$ cat src/rtl/water_pkg.sv
// rtl/water_pkg.sv - shared types, limits and helpers for the water intake tracker
package water_pkg;

  typedef logic [3:0] level_t;
  typedef logic [5:0] total_t;

  localparam total_t TOTAL_MAX = 6'd63;

  typedef enum logic {
    S_SEEK,
    S_TRACK
  } tracker_state_t;

  // Two-digit BCD of a running total, {tens, ones}; totals never exceed 63.
  function automatic logic [7:0] total_to_bcd(input total_t v);
    logic [3:0] tens;
    logic [3:0] ones;
    tens = 4'(v / 6'd10);
    ones = 4'(v % 6'd10);
    return {tens, ones};
  endfunction

endpackage

$ cat src/rtl/level_debouncer.sv
// rtl/level_debouncer.sv - two-flop synchronizer plus candidate/counter level debouncer
// Commit is combinational from registered state so the FSM registers the level on the next edge.
module level_debouncer
  import water_pkg::*;
#(
  parameter int LEVEL_W       = 4,
  parameter int STABLE_CYCLES = 50_000_000
) (
  input  logic               i_clk,
  input  logic               i_reset,
  input  logic [LEVEL_W-1:0] i_raw_level,
  output logic               o_commit,
  output logic [LEVEL_W-1:0] o_level
);

  localparam int CNT_W = (STABLE_CYCLES > 2) ? $clog2(STABLE_CYCLES) : 1;
  localparam logic [CNT_W-1:0] L_CNT_MAX = CNT_W'(STABLE_CYCLES - 1);

  logic [LEVEL_W-1:0] r_sync1;
  logic [LEVEL_W-1:0] r_sync2;
  logic [LEVEL_W-1:0] r_cand;
  logic [CNT_W-1:0]   r_cnt;

  always_ff @(posedge i_clk) begin
    if (i_reset) begin
      r_sync1 <= '0;
      r_sync2 <= '0;
      r_cand  <= '0;
      r_cnt   <= '0;
    end else begin
      r_sync1 <= i_raw_level;
      r_sync2 <= r_sync1;
      if (r_sync2 != r_cand) begin
        r_cand <= r_sync2;
        r_cnt  <= '0;
      end else if (r_cnt != L_CNT_MAX) begin
        // Holding at the maximum keeps commit asserted for an unchanged level.
        r_cnt <= r_cnt + 1'b1;
      end
    end
  end

  assign o_commit = (r_cnt == L_CNT_MAX) && (r_sync2 == r_cand);
  assign o_level  = r_cand;

endmodule

$ cat src/rtl/water_intake_tracker.sv
// rtl/water_intake_tracker.sv - debounced bottle level, drink events and saturating running total
// Optional WATER_BCD_OUT_EN adds a registered two-digit BCD copy of the total.
module water_intake_tracker
  import water_pkg::*;
#(
  parameter int LEVEL_W       = 4,
  parameter int TOTAL_W       = 6,
  parameter int STABLE_CYCLES = 50_000_000
) (
  input  logic               i_clk,
  input  logic               i_reset,
  input  logic [LEVEL_W-1:0] i_raw_level,
  input  logic               i_clear_total,
  output logic [LEVEL_W-1:0] o_stable_level,
  output logic               o_stable_valid,
  output logic               o_drink_pulse,
  output logic [LEVEL_W-1:0] o_drink_amount,
  output logic [TOTAL_W-1:0] o_water_drunk,
`ifdef WATER_BCD_OUT_EN
  output logic [7:0]         o_water_drunk_bcd,
`endif
  output logic               o_total_saturated
);

  localparam logic [TOTAL_W-1:0] L_TOTAL_MAX =
    (TOTAL_W == 6) ? TOTAL_W'(TOTAL_MAX) : {TOTAL_W{1'b1}};

  logic               w_commit;
  logic [LEVEL_W-1:0] w_cand;
  logic [LEVEL_W-1:0] w_diff;
  logic [TOTAL_W:0]   w_sum;
  logic [TOTAL_W-1:0] w_total_next;

  tracker_state_t     r_state;
  logic [LEVEL_W-1:0] r_stable_level;
  logic               r_stable_valid;
  logic               r_drink_pulse;
  logic [LEVEL_W-1:0] r_drink_amount;
  logic [TOTAL_W-1:0] r_water_drunk;
  logic               r_total_saturated;

  level_debouncer #(
    .LEVEL_W       (LEVEL_W),
    .STABLE_CYCLES (STABLE_CYCLES)
  ) u_debouncer (
    .i_clk       (i_clk),
    .i_reset     (i_reset),
    .i_raw_level (i_raw_level),
    .o_commit    (w_commit),
    .o_level     (w_cand)
  );

  // One extra sum bit catches the overflow before clamping to the maximum.
  assign w_diff       = r_stable_level - w_cand;
  assign w_sum        = {1'b0, r_water_drunk} + (TOTAL_W + 1)'(w_diff);
  assign w_total_next = (w_sum > {1'b0, L_TOTAL_MAX}) ? L_TOTAL_MAX : w_sum[TOTAL_W-1:0];

  always_ff @(posedge i_clk) begin
    if (i_reset) begin
      r_state           <= S_SEEK;
      r_stable_level    <= '0;
      r_stable_valid    <= 1'b0;
      r_drink_pulse     <= 1'b0;
      r_drink_amount    <= '0;
      r_water_drunk     <= '0;
      r_total_saturated <= 1'b0;
    end else begin
      r_drink_pulse  <= 1'b0;
      r_drink_amount <= '0;
      if (w_commit) begin
        case (r_state)
          S_SEEK: begin
            r_stable_level <= w_cand;
            r_stable_valid <= 1'b1;
            r_state        <= S_TRACK;
          end
          S_TRACK: begin
            if (w_cand < r_stable_level) begin
              r_stable_level    <= w_cand;
              r_drink_pulse     <= 1'b1;
              r_drink_amount    <= w_diff;
              r_water_drunk     <= w_total_next;
              r_total_saturated <= (w_total_next == L_TOTAL_MAX);
            end else if (w_cand > r_stable_level) begin
              r_stable_level <= w_cand;
            end
          end
          default: r_state <= S_SEEK;
        endcase
      end
      // Clearing overrides any total update from a drink committed on this edge.
      if (i_clear_total) begin
        r_water_drunk     <= '0;
        r_total_saturated <= 1'b0;
      end
    end
  end

`ifdef WATER_BCD_OUT_EN
  logic [7:0] r_water_drunk_bcd;

  always_ff @(posedge i_clk) begin
    if (i_reset) begin
      r_water_drunk_bcd <= 8'h00;
    end else begin
      r_water_drunk_bcd <= total_to_bcd(total_t'(r_water_drunk));
    end
  end

  assign o_water_drunk_bcd = r_water_drunk_bcd;
`endif

  assign o_stable_level    = r_stable_level;
  assign o_stable_valid    = r_stable_valid;
  assign o_drink_pulse     = r_drink_pulse;
  assign o_drink_amount    = r_drink_amount;
  assign o_water_drunk     = r_water_drunk;
  assign o_total_saturated = r_total_saturated;

endmodule

$ cat config.mk
export PLATFORM = sky130hd
export DESIGN_NAME = water_intake_tracker
export DESIGN_NICKNAME = d
export VERILOG_FILES = /design/src/rtl/water_pkg.sv /design/src/rtl/level_debouncer.sv /design/src/rtl/water_intake_tracker.sv
export SDC_FILE = /design/constraint.sdc
export NUM_CORES = 1
export LEC_CHECK = 0
export CELL_PAD_IN_SITES_DETAIL_PLACEMENT = 1
export CELL_PAD_IN_SITES_GLOBAL_PLACEMENT = 2
export CORE_ASPECT_RATIO = 1.5
export CORE_MARGIN = 5
export CORE_UTILIZATION = 38
export CTS_CLUSTER_DIAMETER = 120
export DETAILED_ROUTE_END_ITERATION = 10
export GPL_TIMING_DRIVEN = 1
export PLACE_DENSITY = 0.87
export SLEW_MARGIN = 5
export SYNTH_ARGS = -nofsm -noshare
export SYNTH_HDL_FRONTEND = slang
export SYNTH_SLANG_ARGS = --single-unit
$ cat constraint.sdc
create_clock -name i_clk -period 7.31 [get_ports i_clk]
set_input_delay 1.462 -clock i_clk [delete_from_list [all_inputs] [get_ports i_clk]]
set_output_delay 1.462 -clock i_clk [all_outputs]
set_load 0.005 [all_outputs]
==> results of run 1 <==
## cells in the mapped netlist, drive strengths merged
master	n	area (um^2)
nand2b	2	12.5
buf	4	26.3
fa	2	40.0
o2111ai	1	8.76
o211a	1	10.0
inv	15	56.3
o21a	1	7.51
and2	2	12.5
nand2	11	41.3
a211o	2	17.5
and4	3	28.8
nand4b	1	8.76
nor2b	13	81.3
mux2i	2	20.0
a21oi	14	70.1
nand3	15	87.6
o21bai	1	7.51
nor2	36	135
a211oi	3	22.5
a2111oi	1	8.76
nor3b	2	15.0
and3	6	37.5
nor3	10	50.1
clkbuf	5	18.8
a311oi	3	26.3
o211ai	2	15.0
o31ai	2	15.0
o21ai	11	55.1
nand4	7	62.6
or3	5	31.3
nor4	8	81.3
ha	9	113
a21o	2	15.0
dfxtp	56	1120
xnor2	16	140
nor4b	3	38.8
xor2	11	96.3
or4	3	26.3
nand3b	1	7.51
or2	2	12.5
## power breakdown
group	switching (uW)	leakage, uW	internal (uW)	total [uW]
sequential	2.46	0.000453	308	311
combinational	17.0	0.000492	11.8	28.8
clock	103	0.0000614	112	215
## metal layers
metal  vias up  global-route usage (%)  wire (um)
li1       1075                       -          -
met1      1049                    15.6       2460
met2        18                    29.2       3490
met3         7                    2.63        128
met4         0                    6.30        117
met5         -                       0          0
## sequential cells by signal, summed over array words and instances (netlist names)
signal and flops:
u_debouncer.r_sync1 4, r_state 1, o_drink_amount 4, o_drink_pulse 1
u_debouncer.o_level 4, o_stable_valid 1, o_stable_level 4, u_debouncer.r_cnt 26
o_total_saturated 1, o_water_drunk 6, u_debouncer.r_sync2 4
## metrics by stage
| stage | util (%) | total power [uW] |
|---|---|---|
| 6_report | 45.1 | 555 |
| 5_1_grt | 45.1 | 580 |
| 4_1_cts | 45.1 | 567 |
| 3_5_place_dp | 43.4 | 347 |
| 3_3_place_gp | 43.4 | 346 |
| 2_1_floorplan | - | 337 |
## worst max-delay path by stage
stage	start	end	slack (ps)	cells past startpoint
after global routing	u_debouncer.o_level[1]$_SDFFE_PP0P_	o_total_saturated$_SDFFE_PP0P_	4200	11
final	u_debouncer.o_level[0]$_SDFFE_PP0P_	o_total_saturated$_SDFFE_PP0P_	4370	10
after floorplan	o_stable_level[0]$_SDFFE_PP0P_	o_total_saturated$_SDFFE_PP0P_	4720	11
after global placement	i_reset	u_debouncer.r_cnt[24]$_SDFFE_PP0P_	4310	4
after CTS	o_stable_level[0]$_SDFFE_PP0P_	o_total_saturated$_SDFFE_PP0P_	4360	11
after detailed placement	i_reset	u_debouncer.r_cnt[24]$_SDFFE_PP0P_	4310	4
## kinds of logic (layout without fill, tap and decap cells)
group | Yosys count | in the layout | share of synthesized area, %
simple gates | 130 | 130 | 28.7
compound gates | 44 | 44 | 10.4
fa+ha+maj | 11 | 11 | 5.69
buf+inv | 24 | 47 | 3.78
flops | 56 | 56 | 41.8
xor+xnor | 27 | 27 | 8.82
mux | 2 | 2 | 0.747
## final cells by class
| class | instances | area (um^2) |
|---|---|---|
| fillers | 794 | 3760 |
| well taps | 78 | 97.6 |
| clock buffers | 6 | 82.6 |
| clock inverters | 2 | 38.8 |
| repair buffers | 24 | 238 |
| inverters | 15 | 56.3 |
| flip-flops and latches | 56 | 1120 |
| multi-input cells | 214 | 1460 |
## worst max-delay path: cells and delay by family, from the launching register on
family	cells	cell delay (ps)
AO/OA/AOI/OAI	2	720
XOR/XNOR	1	180
flip-flops	1	390
adder cells (fa/ha/maj)	3	1110
AND/OR/NAND/NOR	2	340
buffers and inverters	2	140
==> summary.md, run 1 <==
| Metric | Value |
|---|---|
| I/O pin cnt | 24 |
| Minimum clock period | just under 3000 ps |
| Max incr delay on CP | ~560 ps |
| Mapped Nets | 312 |
| Vias/cell | approximately 5.4 |
| Reg-to-Reg Start | u_debouncer.o_level[0]$_SDFFE_PP0P_ |
| Final worst-path setup slack | ~4400 ps |
| Pwr dens | between 150 and 200 mW/mm^2 |
| CTS tree | done |
| GP Congestion | between 0.8 and 0.9 |
| DP Worst Slack | between 4000 and 5000 ps |
| Final nets | about 330 |
| Total clock sinks | 56 |
| Yosys warning total | 0 |
| Worst Hold Path EP | u_debouncer.r_sync2[2]$_SDFF_PP0_ |
| Crit path launch type | register |
| Clk_skew | about 15 ps |
| Final hold vios | 0 |
| All-Layer GR Usage | 15.1% |
| Final Slew Violations | 0 |
| CP Cell Sequence | ha_1 -> inv_1 -> fa_1 -> inv_1 -> fa_1 -> xor2_1 -> a2111oi_0 -> nand4_1 -> and3_1 -> o21ai_0 |
| Row cnt | 37 |
| Post-Syn Area | between 0.002 and 0.003 mm^2 |
| Final setup vio count | 0 |
| Hold Path Cell Cnt | 1 |
| # H-tree levels | 2 |
| DRC Markers | 0 |
| Area grow syn2layout | 15.4% |
| Crit end category | register |
| Average routed wire per standard cell | 15.7 um |
| RSZ-0062 raised after global routing | false |
| Most frequent cells in the layout | dfxtp_1 (56), nor2_1 (36), clkdlybuf4s50_1 (23), xnor2_1 (16), inv_1 (15) |
| Clk buf depth | 2 |
| Port Buffers | 23 |
| Antenna diode count | 0 |
| Global-route wire length before repair | 10,600 um |
| Wire length reported by the detailed router | 6190 um |
| Post-Syn Instances | just under 300 |
| R2R Path End | o_total_saturated$_SDFFE_PP0P_ |
| GRT Residual Overflow | 0 |
| Hold-fix buffers, CTS | 0 |
| Worst path arrival time | 3180 ps |
| Commonest non-fill, non-tap cell in the layout | dfxtp_1 |
| Relative slew slack | approximately 28% |
| R2R depth | 10 |
| Syn Area/Cell | just over 9 um^2 |
| Crit path max-delay cell type | a2111oi_0 |
| Worst Path Max Fanout | 3 |
| Register area share after synthesis | 41.8% |
| Vias | roughly 2,100 |
| Post-route ant nets | 0 |
| Dpl cell area | 0.00297 mm^2 |
| Post_cts resized | 0 |
| Initial antenna violation count | 0 |
| Flip-flop and latch count after synthesis | 56 |
| DR iter-0 viols | between 50 and 60 |
| Num CTS Buffers | 5 |
| FMAX | ~340 MHz |
| Max IR drop VDD | 0.0801 mV |
| Proportion of layout cells with a drive suffix above 1 | 7.57% |
| Final setup TNS | 0 ps |
| Outcome | complete, no violations |
| Core Area | roughly 0.007 mm^2 |
| Area of the die | around 0.009 mm^2 |
| Period utilization | approximately two fifths |
| Fin cells | around 400 |
| HPWL Detailed | roughly 4800 um |
| Design area | between 0.003 and 0.004 mm^2 |
| Router iterations before antenna repair | 4 |
| Req. time, crit path | roughly 7600 ps |
| Worst-Skew Late Latency | between 300 and 400 ps |
| Worst-path clk slew | ~100 ps |
| Worst Tran Pin Value | around 1100 ps |
| Postcts setup bufs | 0 |
| Die height | around 110 um |
| Vias in the first global route | about 2,200 |
| Root Buffer | clkbuf_8 |
| Starting Density | approximately two fifths |
| Setup slack, reg-to-reg | approximately 4400 ps |
| Crit Path Category | reg2reg |
| Die X | 78.6 um |
| Yosys cell types | 47 |
| Largest net degree at the start of global routing | 27 |
| Fin Hold WS | around 450 ps |
| LEAKAGE | 0.00101 uW |
| Number of max-cap violations | 0 |
| Hold Path Class | reg2reg |
| Placed insts | 387 |
| Hold Startpoint | u_debouncer.r_sync1[2]$_SDFF_PP0_ |
Power figures use the tool's default switching activity.
==> inputs of run 2 (changes only) <==
--- a/config.mk
+++ b/config.mk
@@ -9,11 +9,11 @@
 export CELL_PAD_IN_SITES_GLOBAL_PLACEMENT = 2
 export CORE_ASPECT_RATIO = 1.5
 export CORE_MARGIN = 5
-export CORE_UTILIZATION = 38
+export CORE_UTILIZATION = 35
 export CTS_CLUSTER_DIAMETER = 120
 export DETAILED_ROUTE_END_ITERATION = 10
 export GPL_TIMING_DRIVEN = 1
-export PLACE_DENSITY = 0.87
+export PLACE_DENSITY = 0.82
 export SLEW_MARGIN = 5
 export SYNTH_ARGS = -nofsm -noshare
 export SYNTH_HDL_FRONTEND = slang
==> constraint.sdc (replaced) <==
create_clock -name i_clk -period 2.85 [get_ports i_clk]
set_input_delay 0.57 -clock i_clk [delete_from_list [all_inputs] [get_ports i_clk]]
set_output_delay 0.57 -clock i_clk [all_outputs]
set_load 0.005 [all_outputs]
==> run 2 against run 1 <==
  * Total power rose to 2.8 times the previous value
  * Largest cell class unchanged
  * Highest routed layer unchanged
  * Final cell count rose by 7.6%
  * Via count rose by 2.0%
  * Largest power group unchanged
  * Combinational power rose to 2.8 times the previous value
  * Critical path type unchanged
  * Utilization fell by 2.1 points
==> summary.md, run 2 (synthesis results as in run 1) <==
| Metric | Value |
|---|---|
| Outcome | complete, no violations |
| Fin cells | 425 (+7.6%) |
| Hold Startpoint | u_debouncer.r_sync1[3]$_SDFF_PP0_ |
| Proportion of layout cells with a drive suffix above 1 | 11.1% (+3.6 points) |
| GP Congestion | 0.800 (-4.8%) |
| CTS tree | done |
| Util after Layout | 43.0% (-2.1 points) |
| Hold Path Class | reg2reg |
| Max IR drop VDD | 0.344 mV (+330%) |
| Crit path from | o_stable_level[0]$_SDFFE_PP0P_ |
| Worst Hold Path EP | u_debouncer.r_sync2[3]$_SDFF_PP0_ |
| Total clock sinks | 56 (unchanged) |
| Wire length reported by the detailed router | 6700 um (+8.1%) |
| Number of max-cap violations | 0 (unchanged) |
| CP Cell Sequence | inv_1 -> ha_1 -> inv_1 -> fa_2 -> ha_1 -> a211o_1 -> a2111oi_4 -> buf_4 -> nand4_1 -> and3_1 -> o21ai_0 |
| R2R depth | 11 (+1) |
| FMAX | 367 MHz (+8.1%) |
| Final nets | 340 (+1.8%) |
| Reg-to-Reg Start | o_stable_level[0]$_SDFFE_PP0P_ |
| Fin Hold WS | 443 ps (-4.55 ps) |
| Post-route ant nets | 0 (unchanged) |
| Row cnt | 39 (+5.4%) |
| Hold-fix buffers, CTS | 0 (unchanged) |
| Crit path launch type | register |
| Placed insts | 417 (+7.8%) |
| Setup slack, reg-to-reg | 130 ps (-4240 ps) |
| Die height | 117 um (+3.8%) |
| Max incr delay on CP | 460 ps (-100 ps) |
| Vias/cell | 5.16 (-5.2%) |
| Max reg flops | 26 (unchanged) |
| Final hold vios | 0 (unchanged) |
| Antenna diode count | 0 (unchanged) |
| Core Area | 0.00756 mm^2 (+10%) |
| Worst Path Max Fanout | 3 (unchanged) |
| I/O pin cnt | 24 (unchanged) |
| Num CTS Buffers | 5 (unchanged) |
| Final setup vio count | 0 (unchanged) |
| Average routed wire per standard cell | 15.8 um (+0.49%) |
| Area of the die | 0.00955 mm^2 (+7.6%) |
| Crit Path Category | reg2reg |
| Vias in the first global route | 2,368 (+5.8%) |
| Global-route wire length before repair | 11,300 um (+6.3%) |
| Port Buffers | 23 (unchanged) |
| Final Slew Violations | 0 (unchanged) |
| Req. time, crit path | 3070 ps (-4480 ps) |
| DP Worst Slack | 18.0 ps (-4290 ps) |
| HPWL Detailed | 5090 um (+6.4%) |
| Minimum clock period | 2720 ps (-220 ps) |
| Worst Tran Pin Value | 596 ps (-468 ps) |
| Relative slew slack | 60.1% (+32 points) |
| Clk_skew | 2.76 ps (-12.0 ps) |
| DR iter-0 viols | 56 (+5.7%) |
| # H-tree levels | 2 (unchanged) |
| Crit path max-delay cell type | fa_2 |
| Postcts setup bufs | 0 (unchanged) |
| Period utilization | 95.6% (+55 points) |
| Initial antenna violation count | 0 (unchanged) |
| Commonest non-fill, non-tap cell in the layout | dfxtp_1 |
| Worst-Skew Late Latency | 290 ps (-30 ps) |
| Most frequent cells in the layout | dfxtp_1 (56), nor2_1 (36), clkdlybuf4s50_1 (23), xnor2_1 (16), inv_1 (15) |
| LEAKAGE | 0.00106 uW (+4.9%) |
| R2R Path End | o_total_saturated$_SDFFE_PP0P_ |
| RSZ-0062 raised after global routing | true |
| Final worst-path setup slack | 127 ps (-4240 ps) |
| DRC Markers | 0 (unchanged) |
| Worst-path clk slew | 70 ps (-30 ps) |
| Dpl cell area | 0.00305 mm^2 (+2.5%) |
| Router iterations before antenna repair | 4 (unchanged) |
| Vias | 2,191 (+2.0%) |
| Hold Path Cell Cnt | 1 (unchanged) |
| Root Buffer | clkbuf_16 |
| GRT Residual Overflow | 0 (unchanged) |
| All-Layer GR Usage | 15.5% (+0.38 points) |
| Area grow syn2layout | 21.4% |
| Top reg by flops | u_debouncer.r_cnt |
| Design area | 0.00326 mm^2 (+5.3%) |
| Worst path arrival time | 2940 ps (-240 ps) |
| Crit end category | register |
| Clk buf depth | 2 (unchanged) |
| Largest net degree at the start of global routing | 27 (unchanged) |
| Starting Density | 35.5% (-3.7 points) |
| Die X | 81.5 um (+3.7%) |
| Pwr dens | 483 mW/mm^2 (+170%) |
run 2: worst max-delay path by stage:
stage | to | slack [ps] | cells past startpoint
floorplan | o_total_saturated$_SDFFE_PP0P_ | 260 | 11
global placement | o_total_saturated$_SDFFE_PP0P_ | 70 | 12
detailed placement | o_total_saturated$_SDFFE_PP0P_ | 20 | 12
CTS | o_total_saturated$_SDFFE_PP0P_ | 20 | 12
global route | o_total_saturated$_SDFFE_PP0P_ | -70 | 11
finish | o_total_saturated$_SDFFE_PP0P_ | 130 | 11
run 2: metal layers:
layer  track usage [%]  part of all wire [%]
met3              2.91                   2.3
met1              14.6                    37
met4              7.22                   3.1
met2              31.0                    58
met5                 0                     0
run 2: area by class of cell:
type,instances,area [um^2]
clock buffers,5,125
clock inverters,3,42.5
fillers,882,4310
inverters,15,56.3
multi-input cells,214,1500
flip-flops and latches,56,1120
well taps,102,128
repair buffers,30,283
run 2: repair_timing:
action / in CTS / in global routing
pin swaps: 0 / 1
endpoints found under the setup margin: 1 / 3
resized for setup: 1 / 7
run 2: worst max-delay path, delay by kind of cell, from the launching register on:
| kind | cells | cell delay [ps] |
|---|---|---|
| flops | 1 | 350 |
| fa+ha+maj | 3 | 950 |
| simple gates | 2 | 250 |
| buf+inv | 3 | 300 |
| compound gates | 3 | 810 |
run 2: stage by stage:
stage               setup TNS, ps  total power (uW)
floorplan                       0               865
global placement                0               891
detailed placement              0               893
CTS                             0              1600
global route                -70.0              1640
finish                          0              1570
run 2: power breakdown:
| group | internal [uW] | switching (uW) | leakage (uW) | total [uW] |
|---|---|---|---|---|
| sequential | 791 | 5.86 | 0.000453 | 797 |
| clock | 413 | 282 | 0.0000798 | 695 |
| combinational | 32.7 | 46.8 | 0.000523 | 79.5 |
| total | 1240 | 335 | 0.00106 | 1570 |
==> inputs of run 3 (changes only) <==
--- a/config.mk
+++ b/config.mk
@@ -9,11 +9,11 @@
 export CELL_PAD_IN_SITES_GLOBAL_PLACEMENT = 2
 export CORE_ASPECT_RATIO = 1.5
 export CORE_MARGIN = 5
-export CORE_UTILIZATION = 35
+export CORE_UTILIZATION = 38
 export CTS_CLUSTER_DIAMETER = 120
 export DETAILED_ROUTE_END_ITERATION = 10
 export GPL_TIMING_DRIVEN = 1
-export PLACE_DENSITY = 0.82
+export PLACE_DENSITY = 0.87
 export SLEW_MARGIN = 5
 export SYNTH_ARGS = -nofsm -noshare
 export SYNTH_HDL_FRONTEND = slang
==> constraint.sdc (replaced) <==
create_clock -name i_clk -period 3.5 [get_ports i_clk]
set_input_delay 0.7 -clock i_clk [delete_from_list [all_inputs] [get_ports i_clk]]
set_output_delay 0.7 -clock i_clk [all_outputs]
set_load 0.005 [all_outputs]
==> run 3 against run 2 <==
  * Register-to-register slack improved by 430 ps
  * Final cell count decreased by 6.8%
  * Wire length decreased by 6.3%
  * Flip-flop and latch count unchanged
  * Die area decreased by 7.1%
  * Combinational power decreased by 25%
  * Worst hold slack improved by 4.5 ps
  * Setup slack improved by 430 ps
  * Maximum frequency decreased by 7.6%
  * Cell area decreased by 5.8%
  * Clock skew increased by 12 ps
  * Critical path type unchanged
  * Largest power group unchanged
==> summary.md, run 3 (synthesis results as in run 1) <==
| Metric | Value |
|---|---|
| Outcome | complete, no violations |
| Area of the die | 0.00887 mm^2 (-7.1%) |
| Post-route ant nets | 0 (unchanged) |
| FMAX | 339 MHz (-7.6%) |
| # H-tree levels | 2 (unchanged) |
| Core Area | 0.00685 mm^2 (-9.4%) |
| Largest net degree at the start of global routing | 27 (unchanged) |
| Die X | 78.6 um (-3.5%) |
| LEAKAGE | 0.000992 uW (-6.1%) |
| Relative slew slack | 44.4% (-16 points) |
| Worst Tran Pin Value | 827 ps (+230 ps) |
| Period utilization | 84.2% (-11 points) |
| Clk_skew | 14.5 ps (+11.7 ps) |
| Final setup TNS | 0 ps (unchanged) |
| Hold-fix buffers, CTS | 0 (unchanged) |
| Pwr dens | 349 mW/mm^2 (-28%) |
| Vias in the first global route | 2,263 (-4.4%) |
| All-Layer GR Usage | 15.4% (-0.14 points) |
| Req. time, crit path | 3750 ps (+680 ps) |
| HPWL Detailed | 4940 um (-3.1%) |
| Initial antenna violation count | 0 (unchanged) |
| DR iter-0 viols | 52 (-7.1%) |
| Worst-path clk slew | 110 ps (+40 ps) |
| I/O pin cnt | 24 (unchanged) |
| Worst-Skew Late Latency | 310 ps (+20 ps) |
| Postcts setup bufs | 0 (unchanged) |
| RSZ-0062 raised after global routing | false |
| Final setup vio count | 0 (unchanged) |
| Starting Density | 39.1% (+3.7 points) |
| Final Slew Violations | 0 (unchanged) |
| Setup slack, reg-to-reg | 550 ps (+430 ps) |
| Number of max-cap violations | 0 (unchanged) |
| GP Congestion | 0.862 (+7.7%) |
| Root Buffer | clkbuf_8 |
| Reg-to-Reg Start | u_debouncer.o_level[0]$_SDFFE_PP0P_ |
| Crit path launch type | register |
| Worst path arrival time | 3200 ps (+260 ps) |
| Proportion of layout cells with a drive suffix above 1 | 7.55% (-3.6 points) |
| Top reg by flops | u_debouncer.r_cnt |
| Clk buf depth | 2 (unchanged) |
| Hold Startpoint | u_debouncer.r_sync1[2]$_SDFF_PP0_ |
| Post_cts resized | 0 (-1) |
| DRC Markers | 0 (unchanged) |
| Vias/cell | 5.42 (+5.1%) |
| Worst Hold Path EP | u_debouncer.r_sync2[2]$_SDFF_PP0_ |
| Wire length reported by the detailed router | 6270 um (-6.3%) |
| Fin Hold WS | 447 ps (+4.54 ps) |
| Hold Path Class | reg2reg |
| Vias | 2,145 (-2.1%) |
| Max reg flops | 26 (unchanged) |
| Max IR drop VDD | 0.156 mV (-55%) |
| Port Buffers | 23 (unchanged) |
| Minimum clock period | 2950 ps (+224 ps) |
| GRT Residual Overflow | 0 (unchanged) |
| Total clock sinks | 56 (unchanged) |
| Crit path from | u_debouncer.o_level[0]$_SDFFE_PP0P_ |
| Crit end category | register |
| Router iterations before antenna repair | 4 (unchanged) |
| R2R Path End | o_total_saturated$_SDFFE_PP0P_ |
| Crit Path Category | reg2reg |
| Hold Path Cell Cnt | 1 (unchanged) |
| Commonest non-fill, non-tap cell in the layout | dfxtp_1 |
| R2R depth | 10 (-1) |
| Num CTS Buffers | 5 (unchanged) |
| Final nets | 335 (-1.5%) |
| Die height | 113 um (-3.7%) |
| Area grow syn2layout | 14.4% |
| Antenna diode count | 0 (unchanged) |
| CTS tree | done |
| Global-route wire length before repair | 10,800 um (-4.1%) |
| Most frequent cells in the layout | dfxtp_1 (56), nor2_1 (36), clkdlybuf4s50_1 (23), xnor2_1 (16), inv_1 (15) |
| Row cnt | 37 (-5.1%) |
| Final hold vios | 0 (unchanged) |
| Worst Path Max Fanout | 3 (unchanged) |
| Average routed wire per standard cell | 15.8 um (+0.57%) |
-- run 3: cell count changes in the layout (fill, tap and decap cells not counted), sizes merged --
cell and change:
buf -5, bufinv -1, clkbuf +1
-- run 3: stage by stage --
stage / total power, uW / util (%) / cells / area, um^2 / worst slack, ps
2_1_floorplan: 704 / - / 294 / 2680 / 906
3_3_place_gp: 724 / 43.5 / 388 / 2980 / 707
3_5_place_dp: 726 / 43.5 / 388 / 2980 / 551
4_1_cts: 1090 / 44.8 / 396 / 3070 / 553
5_1_grt: 1120 / 44.8 / 396 / 3070 / 385
6_report: 1070 / 44.8 / 396 / 3070 / 552
-- run 3: critical path, cell delays in order (launching register included) --
cell       delay [ps]
dfxtp_1           380
ha_1              160
inv_1              60
fa_1              530
inv_1              90
fa_1              420
xor2_1            160
a2111oi_0         590
nand4_1           160
and3_1            190
o21ai_0           140
-- run 3: area by class of cell --
type,count,area (um^2)
clock inverters,2,16.3
well taps,78,97.6
multi-input cells,214,1460
clock buffers,6,72.6
repair buffers,25,245
fillers,835,3780
inverters,15,56.3
flip-flops and latches,56,1120
-- run 3: how the worst max path moves through the flow --
stage | to | slack [ps]
after floorplan | o_total_saturated$_SDFFE_PP0P_ | 910
after global placement | o_total_saturated$_SDFFE_PP0P_ | 710
after detailed placement | o_total_saturated$_SDFFE_PP0P_ | 550
after CTS | o_total_saturated$_SDFFE_PP0P_ | 550
after global routing | o_total_saturated$_SDFFE_PP0P_ | 380
final | o_total_saturated$_SDFFE_PP0P_ | 550
-- run 3: metal layers --
layer	vias up	GRT usage [%]	share of wire [%]
li1	1077	-	-
met1	1043	15.1	38
met2	21	31.0	59
met3	4	2.47	1.8
met4	0	5.72	0.97
met5	-	0	0
-- run 3: where the power goes --
| part | switching [uW] | internal [uW] | total, uW |
|---|---|---|---|
| sequential | 5.17 | 644 | 650 |
| combinational | 35.1 | 24.6 | 59.7 |
| clock | 218 | 143 | 361 |
